==> src/rtl/snake_pkg.sv <==
// Shared definitions for the snake body engine: direction and game-state
// codes, colour constants and the opposite-direction helper.
package snake_pkg;

    typedef enum logic [2:0] {
        DIR_IDLE  = 3'd0,
        DIR_UP    = 3'd1,
        DIR_DOWN  = 3'd2,
        DIR_LEFT  = 3'd3,
        DIR_RIGHT = 3'd4
    } dir_e;

    localparam logic [1:0] GS_PLAY      = 2'b01;
    localparam logic [1:0] GS_GAME_OVER = 2'b11;

    localparam logic [2:0] RGB_BLACK = 3'b000;
    localparam logic [2:0] RGB_GREEN = 3'b010;

    // Direction that would reverse the snake onto itself; IDLE has none.
    function automatic dir_e opposite_dir(input dir_e d);
        case (d)
            DIR_UP:    return DIR_DOWN;
            DIR_DOWN:  return DIR_UP;
            DIR_LEFT:  return DIR_RIGHT;
            DIR_RIGHT: return DIR_LEFT;
            default:   return DIR_IDLE;
        endcase
    endfunction

endpackage

==> src/rtl/snake_seg_hit.sv <==
// Box test: is point (px, py) inside the SIZE x SIZE square at (sx, sy)?
// Ports: px/py point, sx/sy square origin, hit combinational result.
// Sums are taken at BIT+1 bits so sx+SIZE cannot wrap.
module snake_seg_hit #(
    parameter int unsigned BIT  = 10,
    parameter int unsigned SIZE = 5
) (
    input  logic [BIT-1:0] px,
    input  logic [BIT-1:0] py,
    input  logic [BIT-1:0] sx,
    input  logic [BIT-1:0] sy,
    output logic           hit
);

    localparam int unsigned W = BIT + 1;

    assign hit = (W'(px) >= W'(sx)) && (W'(px) < W'(sx) + W'(SIZE)) &&
                 (W'(py) >= W'(sy)) && (W'(py) < W'(sy) + W'(SIZE));

endmodule

==> src/rtl/snake_body_engine.sv <==
// Snake head/body position engine: shift-register body of depth MAX_LEN,
// growth on food, reversal rejection, wall and self collision, pixel render.
// Ports: clk/reset (sync, active-high); update move tick; direction request;
// game_state PLAY/GAME_OVER; grow food pulse; x_pos/y_pos pixel under scan;
// head_active/body_active render flags; wall_hit/self_hit sticky collision
// flags; length active body count; rgb constant colour.
module snake_body_engine
    import snake_pkg::*;
#(
    parameter int unsigned BIT       = 10,
    parameter int unsigned SIZE      = 5,
    parameter int unsigned MAX_LEN   = 32,
    parameter int unsigned INIT_LEN  = 3,
    parameter int unsigned X_START   = 320,
    parameter int unsigned Y_START   = 240,
    parameter int unsigned H_RES     = 640,
    parameter int unsigned V_RES     = 480,
    parameter logic [2:0]  SNAKE_RGB = RGB_GREEN
) (
    input  logic                           clk,
    input  logic                           reset,
    input  logic                           update,
    input  logic [2:0]                     direction,
    input  logic [1:0]                     game_state,
    input  logic                           grow,
    input  logic [BIT-1:0]                 x_pos,
    input  logic [BIT-1:0]                 y_pos,
    output logic                           head_active,
    output logic                           body_active,
    output logic                           wall_hit,
    output logic                           self_hit,
    output logic [$clog2(MAX_LEN+1)-1:0]   length,
    output logic [2:0]                     rgb
);

    localparam int unsigned LW = $clog2(MAX_LEN + 1);
    localparam int unsigned W  = BIT + 1;

    logic [BIT-1:0]     head_x, head_y;
    logic [BIT-1:0]     body_x [MAX_LEN];
    logic [BIT-1:0]     body_y [MAX_LEN];
    dir_e               cur_dir, req_dir, eff_dir;
    logic               grow_pend, grow_eff, reinit, step_req;
    logic               wall_c, self_c, move_c;
    logic [BIT-1:0]     next_x, next_y;
    logic [LW-1:0]      self_lim;
    logic [MAX_LEN-1:0] body_box, self_box, body_mask, self_mask;

    assign reinit   = reset || (game_state == GS_GAME_OVER);
    assign step_req = update && (game_state == GS_PLAY) && !wall_hit && !self_hit;
    assign grow_eff = grow_pend || grow;
    // On a non-grow move the tail cell vacates, so it is not an obstacle.
    assign self_lim = grow_eff ? length : length - LW'(1);
    assign rgb      = SNAKE_RGB;

    // Effective direction: undefined codes act as IDLE; reversals and IDLE
    // requests are ignored once moving.
    always_comb begin
        req_dir = (direction <= 3'd4) ? dir_e'(direction) : DIR_IDLE;
        eff_dir = req_dir;
        if (cur_dir != DIR_IDLE &&
            (req_dir == DIR_IDLE || req_dir == opposite_dir(cur_dir)))
            eff_dir = cur_dir;
    end

    // Candidate head and wall test on the unwrapped coordinate.
    always_comb begin
        next_x = head_x;
        next_y = head_y;
        wall_c = 1'b0;
        case (eff_dir)
            DIR_UP: begin
                wall_c = head_y < BIT'(SIZE);
                next_y = head_y - BIT'(SIZE);
            end
            DIR_DOWN: begin
                wall_c = (W'(head_y) + W'(SIZE)) > W'(V_RES - SIZE);
                next_y = head_y + BIT'(SIZE);
            end
            DIR_LEFT: begin
                wall_c = head_x < BIT'(SIZE);
                next_x = head_x - BIT'(SIZE);
            end
            DIR_RIGHT: begin
                wall_c = (W'(head_x) + W'(SIZE)) > W'(H_RES - SIZE);
                next_x = head_x + BIT'(SIZE);
            end
            default: ;
        endcase
    end

    // Per-entry enables for render and for the self-collision window.
    always_comb begin
        body_mask = '0;
        self_mask = '0;
        for (int i = 0; i < MAX_LEN; i++) begin
            body_mask[i] = LW'(i) < length;
            self_mask[i] = LW'(i) < self_lim;
        end
    end

    assign self_c      = |(self_box & self_mask);
    assign body_active = |(body_box & body_mask);
    assign move_c      = step_req && (eff_dir != DIR_IDLE) && !wall_c && !self_c;

    snake_seg_hit #(.BIT(BIT), .SIZE(SIZE)) u_head_hit (
        .px(x_pos), .py(y_pos), .sx(head_x), .sy(head_y), .hit(head_active)
    );

    // Grid-aligned positions make the box test an equality test for self_box.
    for (genvar g = 0; g < MAX_LEN; g++) begin : g_seg
        snake_seg_hit #(.BIT(BIT), .SIZE(SIZE)) u_render (
            .px(x_pos), .py(y_pos), .sx(body_x[g]), .sy(body_y[g]), .hit(body_box[g])
        );
        snake_seg_hit #(.BIT(BIT), .SIZE(SIZE)) u_self (
            .px(next_x), .py(next_y), .sx(body_x[g]), .sy(body_y[g]), .hit(self_box[g])
        );
    end

    // Position, length, direction and flag registers.
    always_ff @(posedge clk) begin
        if (reinit) begin
            head_x <= BIT'(X_START);
            head_y <= BIT'(Y_START);
            for (int i = 0; i < INIT_LEN; i++) begin
                body_x[i] <= BIT'(X_START - (i + 1) * SIZE);
                body_y[i] <= BIT'(Y_START);
            end
            length    <= LW'(INIT_LEN);
            cur_dir   <= DIR_IDLE;
            grow_pend <= 1'b0;
            wall_hit  <= 1'b0;
            self_hit  <= 1'b0;
        end else begin
            if (step_req)
                cur_dir <= eff_dir;
            if (step_req && eff_dir != DIR_IDLE) begin
                if (wall_c)
                    wall_hit <= 1'b1;
                else if (self_c)
                    self_hit <= 1'b1;
            end
            if (move_c) begin
                head_x    <= next_x;
                head_y    <= next_y;
                body_x[0] <= head_x;
                body_y[0] <= head_y;
                for (int i = 1; i < MAX_LEN; i++) begin
                    body_x[i] <= body_x[i-1];
                    body_y[i] <= body_y[i-1];
                end
                if (grow_eff && length < LW'(MAX_LEN))
                    length <= length + LW'(1);
                grow_pend <= 1'b0;
            end else if (grow) begin
                grow_pend <= 1'b1;
            end
        end
    end

endmodule
==> config.mk <==
export PLATFORM = sky130hd
export DESIGN_NAME = snake_body_engine
export DESIGN_NICKNAME = d
export VERILOG_FILES = /design/src/rtl/snake_pkg.sv /design/src/rtl/snake_seg_hit.sv /design/src/rtl/snake_body_engine.sv
export SDC_FILE = /design/constraint.sdc
export NUM_CORES = 2
export LEC_CHECK = 0
export BUFFER_PORTS_ARGS = -buffer_cell sky130_fd_sc_hd__buf_2
export CORE_ASPECT_RATIO = 1.2
export CORE_MARGIN = 4
export CORE_UTILIZATION = 30
export CTS_BUF_LIST = sky130_fd_sc_hd__clkbuf_16
export DETAILED_ROUTE_END_ITERATION = 12
export PLACE_DENSITY_LB_ADDON = 0.3
export SLEW_MARGIN = 20
export SYNTH_ARGS = -nofsm -noshare
export SYNTH_HDL_FRONTEND = slang
export SYNTH_SLANG_ARGS = --single-unit
==> constraint.sdc <==
create_clock -name clk -period 15.78 [get_ports clk]
set_input_delay 3.156 -clock clk [delete_from_list [all_inputs] [get_ports clk]]
set_output_delay 3.156 -clock clk [all_outputs]
set_load 0.1 [all_outputs]
## Word-level counts from Yosys, hierarchy flattened

Memories as Yosys holds them, arrays and structs flattened.
Cells that the tools add are included.

- Input port bits: 29
- Output and inout bits: 13
- Memory bits (writable): 640
- Register bits after elaboration: 32
- Logic and storage cells: 668
- Memories kept: 2

- Equality and inequality tests: 11
- Muxes and demuxes: 18
- $lt $le $gt $ge: 330
- Reductions and logical operators: 219
- $add $sub $neg: 72
- Bitwise operators: 9

Memories:

| name | depth | width | read ports | clocked after memory_dff | write ports | RTL line | source |
|---|---|---|---|---|---|---|---|
| body_x | 32 | 10 | 32 | 0 | 32 | snake_body_engine.sv:40 | `logic [BIT-1:0] body_x [MAX_LEN];` |
| body_y | 32 | 10 | 32 | 0 | 32 | snake_body_engine.sv:41 | `logic [BIT-1:0] body_y [MAX_LEN];` |

Operators by type and width:

| kind | count |
|---|---|
| $lt A10 B11 Y1 | 130 |
| $ge A10 B10 Y1 | 130 |
| $add A10 B3 Y11 const B | 66 |
| $logic_and A1 B1 Y1 | 203 |
| $lt A5 B6 Y1 const A | 32 |
| $lt A4 B6 Y1 const A | 16 |
| $and A32 B32 Y32 | 2 |
| $reduce_or A32 Y1 | 2 |
| $mux W10 | 6 |
| $lt A3 B6 Y1 const A | 8 |
| $pmux W10 S2 | 2 |
| $lt A1 B6 Y1 const A | 4 |
| $lt A2 B6 Y1 const A | 4 |
| $add A10 B3 Y10 const B | 2 |
| $lt A10 B3 Y1 const B | 2 |
| $sub A10 B3 Y10 const B | 2 |
| $eq A3 B2 Y1 const B | 4 |
| $pmux W3 S4 | 1 |
| $gt A11 B10 Y1 const B | 1 |
| $gt A11 B9 Y1 const B | 1 |
| $add A6 B1 Y6 const B | 1 |
| $eq A3 B1 Y1 const B | 2 |
| $eq A3 B3 Y1 const B | 2 |
| $lt A6 B6 Y1 const B | 1 |
| 18 further kinds | 35 |

## Depth between registers and ports, before layout

- Depth in word-level cells: 20
- Depth in mapped cells: 25
- Mapped depth without buffers: 21

## Hierarchy

A second synthesis with hierarchy kept.

- Cells, all modules: 11182
- Area total of the unflattened synthesis: 102802.3 µm²

Modules (own cells, without submodules):

| module | times used | area each (µm²) | cells an instance | sequential area each (µm²) |
|---|---|---|---|---|
| snake_seg_hit (g_seg[0].u_render ...) | 64 | 1218.7 | 152 | 0.0 |
| snake_body_engine | 1 | 23611.4 | 1301 | 19859.0 |
| snake_seg_hit (u_head_hit) | 1 | 1196.1 | 153 | 0.0 |

## Least setup slack after synthesis

OpenSTA, ideal clock, no wires.

- Path kind: input-to-reg
- Start point: input port direction[0]
- End point: memory body_x[0][0] (enable)
- Setup time: 563 ps
- Arrival time: 14945 ps
- Setup slack: 272 ps
- Buffers on the path: 3
- Stages: 20
- Required time: 15217 ps
- Path through: clkbuf_1 > and2_1 > o21ai_0 > a21oi_1 > a21oi_1 > clkbuf_1 > nor3_1 > xnor2_1 > o21ai_0 > ha_1 > a21o_1 > a21o_1 > a221o_1 > o21ai_0 > nor3_1 > nor4_1 > nand4_1 > nand4bb_4 > buf_6 > o21ai_0

RTL lines:

| element | RTL line | source |
|---|---|---|
| from (decl) | snake_body_engine.sv:23 | `input logic [2:0] direction,` |
| to (decl) | snake_body_engine.sv:40 |  |

## Worst setup path in the final report

- Start point: input port y_pos[5]
- End point: output port body_active

- Longest elaborated chain between the ends: 5
- Elaborated cells between the ends (all ways): 130
- Classes of those cells: order compare (64); bitwise (1); reduce/logical (65)

Ends and longest elaborated chain:

| element | RTL line | source |
|---|---|---|
| from (decl) | snake_body_engine.sv:27 | `input logic [BIT-1:0] y_pos,` |
| $ge A10 B10 Y1 | snake_seg_hit.sv:18 | `(W'(py) >= W'(sy)) && (W'(py) < W'(sy) + W'(SIZE));` |
| $logic_and A1 B1 Y1 | snake_seg_hit.sv:17 | `assign hit = (W'(px) >= W'(sx)) && (W'(px) < W'(sx) + W'(SIZE)) &&` |
| $logic_and A1 B1 Y1 | snake_seg_hit.sv:18 |  |
| $and A32 B32 Y32 (*) | snake_body_engine.sv:103 | `assign body_active = \|(body_box & body_mask);` |
| $reduce_or A32 Y1 (*) | snake_body_engine.sv:103 |  |
| to (decl) | snake_body_engine.sv:29 | `output logic body_active,` |

Mark *: on every way between the ends. The rest lies on a longest branch, timed or not.

==> run_results.csv <==
group,metric,value,unit
synth,synth_xor_xnor_area_share,5.523,%
status,status,"complete, no violations",
sta,rsz0062_at_grt,"false",
sta,clock_skew,62.76,ps
global_routing,gr-total-overflow,0,
critical_path,cp-end-kind,"output pin",
floorplanning,io_pins,42,
sta,fmax,84.79,MHz
route,dr.pass1.iters,6,
synth,synth.ff_latch_count,672,
global_routing,antenna_found_initial,8,
synth,synthFlopType,"edfxtp_1",
route,via_count,73190,
finish,finalNonFillerCells,13020,
sta,finalMaxSlewViolations,0,
global_routing,grt_first_pass_wirelength,467.3,mm
floorplanning,die_h,596.5,um
power_and_ir_drop,power_density,58.90,mW/mm^2
route,routedWlPerCell,24.13,um
synth,synth.distinct_cells,87,
finish,final_common_cell,"ha_1",
sta,worstMarginPinSlew,1167,ps
power_and_ir_drop,switching_share,34.13,%
power_and_ir_drop,vdd_ir_drop_max,0.08258,mV
synth,synthMuxAreaShare,0.09248,%
global_routing,grt_start_max_net_pins,167,
floorplanning,row_count,215,
finish,layout_common_cells,"ha_1, inv_1, edfxtp_1, a21oi_1, o21ai_0",
critical_path,critical_path_required,12620,ps
clocking,clock_latency,780,ps
synth,synth_simple_gate_area_share,9.686,%
sta,hold_violations,0,
route,via_per_inst,5.622,
placement,routabilityCongestion,0.9644,
clocking,htree_levels,3,
finish,nets,11840,
route,wl,314.1,mm
hold_path,hold_class,"flip-flop to flip-flop",
finish,area_growth,10.45,%
finish,fillCellCount,29050,
power_and_ir_drop,clkPwrFrac,37.7,%
synth,synth_edf_count,640,
clocking,cts-root-to-sink-buffers,3,
sta,relSlewSlack,21.38,%
route,ant_nets,0,
power_and_ir_drop,cellInternalPower,0.003711,W
placement,portBuffers,38,
sta,fin_tns_setup,0,ps
route,drc,0,
critical_path,start_kind,"input pin",
clocking,ctsHoldBuffers,0,
power_and_ir_drop,p_comb_share,26.7,%
global_routing,grt_use_total,20.51,%
sta,setup_violations,0,
clocking,cts_tree,"done",
synth,synth_adder_area_share,38.62,%
floorplanning,dieWidth,498.4,um
synth,synth_top_area_share,38.62,%
finish,drive_gt1_share,4.332,%
floorplanning,core_area,0.2865,mm^2
critical_path,crit_arrival,8640,ps
power_and_ir_drop,pwr-share-seq,35.6,%
critical_path,criticalPathCategory,"input pin to output pin",
critical_path,worst-path-max-fanout,31,
sta,period_share,74.74,%
synth,yosysWarnings,0,
clocking,cts_sinks,672,
synth,ys_top_cells_by_area,"ha_1, edfxtp_1, xnor2_1",
synth,yosysSeqAreaShare,22.93,%
clocking,ctsResizeCount,0,
floorplanning,die-area,0.2973,mm^2
power_and_ir_drop,p_leak,42.70,nW
route,drt_iter0_markers,4372,
run,maxCapViolCount,0,
sta,layout_min_cycle_time,11790,ps
clocking,clockRootBuffer,"clkbuf_16",
synth,synthCells,8947,
clocking,cts_made_buffers,90,
placement,dp_hpwl,235.1,mm
synth,synth_top_cell_by_area,"ha_1",
global_routing,grt_pass1_vias,76380,
clocking,clk_pin_slew,70,ps
synth,synth_compound_area_share,19.40,%
synth,async_reset_ff_share,0,%
synth,synth_top_family_by_area,"adder cells",
clocking,cts_setup_buffers,0,
floorplanning,start_util,30.22,%
synth,syn_area,0.08659,mm^2
synth,postSynthAreaPerCell,9.678,um^2
placement,place_inst,12840,
power_and_ir_drop,p_switching,0.001923,W
-- state kept, by name, summed over array words and instances (netlist names) --
register	flops
cur_dir	3
grow_pend	1
head_x	10
self_hit	1
length	6
wall_hit	1
body_x	320
head_y	10
body_y	320
-- final cells by class --
type                       instances  area [um^2]  area share [%]
inverter                         776         2915           3.048
timing repair buffer             162         1345           1.406
antenna                           11        27.53         0.02878
multi-input combinational       7434        63780           66.69
sequential                       672        19860           20.77
clock inverter                    76        711.9          0.7444
tap                             3797         4751           4.967
clock buffer                      90         2252           2.355
-- metrics by stage --
step	setup WS (ps)	area, um^2	power, W	hold WS (ps)	utilization (%)
finish	3986	95640	0.005633	424.5	33.38
CTS	3884	95610	0.005675	419.6	33.37
detailed placement	3612	92650	0.003536	436.5	32.34
floorplan	272.0	86590	0.002940	426.4	-
global placement	3381	92550	0.003481	435.0	32.30
global route	3729	95620	0.005924	447.3	33.38
-- path summary, 6_finish.rpt --
kind / slack [ps] / startpoint / to / depth (start not counted)
worst max-delay path: 3990 / y_pos[5] / body_active / 14
worst min-delay path: 420 / body_x[0][159]$_DFFE_PP_ / body_x[1][9]$_DFFE_PP_ / 0
worst max register to register: 6220 / cur_dir[2]$_SDFFE_PP0P_ / body_y[1][129]$_DFFE_PP_ / 20
worst min register to register: 420 / body_x[0][159]$_DFFE_PP_ / body_x[1][9]$_DFFE_PP_ / 0
-- cell usage after synthesis, types with 157 or more instances --
cell type / number
nand2_1: 307
nand3_1: 207
inv_1: 771
a211oi_1: 173
o21a_1: 299
nor2b_1: 157
edfxtp_1: 640
xnor2_1: 479
a21o_1: 185
o21ai_0: 595
nor3_1: 253
ha_1: 2673
a21oi_1: 609
nor2_1: 291
-- layer usage --
metal / track usage (%) / vias to the layer above / share of wire (%)
met1: 22.53 / 35840 / 39
met5: 0 / - / 0.0057
met3: 3.071 / 773 / 4.9
met4: 13.90 / 2 / 7.7
li1: - / 34650 / -
met2: 36.47 / 1917 / 49
-- cell families (layout without fill, tap and decap cells) --
kind of cell,after synthesis,count (layout)
AND/OR/NAND/NOR,1628,1628
other,2,14
XOR/XNOR,546,546
flip-flops,672,672
multiplexers,8,8
AO/OA/AOI/OAI,2576,2576
buffers and inverters,842,1104
adder cells (fa/ha/maj),2673,2673
-- critical path, cell delays in order --
cell,delay (ps)
buf_4,540
buf_4,540
buf_4,460
ha_1,310
nand4_1,90
a21oi_1,60
a2111oi_0,760
o21ai_0,510
or4b_2,790
nand4_1,200
nor4_1,100
nand4_1,110
or4_1,400
buf_2,520
-- power by group through the flow --
stage	sequential [W]	combinational, W	clock [W]
detailed placement	0.00204	0.00149	0
finish	0.00201	0.00150	0.00212
CTS	0.00201	0.00150	0.00217
global placement	0.00204	0.00144	0
floorplan	0.00203	0.000911	0
global route	0.00201	0.00169	0.00223
Note: power is estimated with default switching activity, not from simulation.
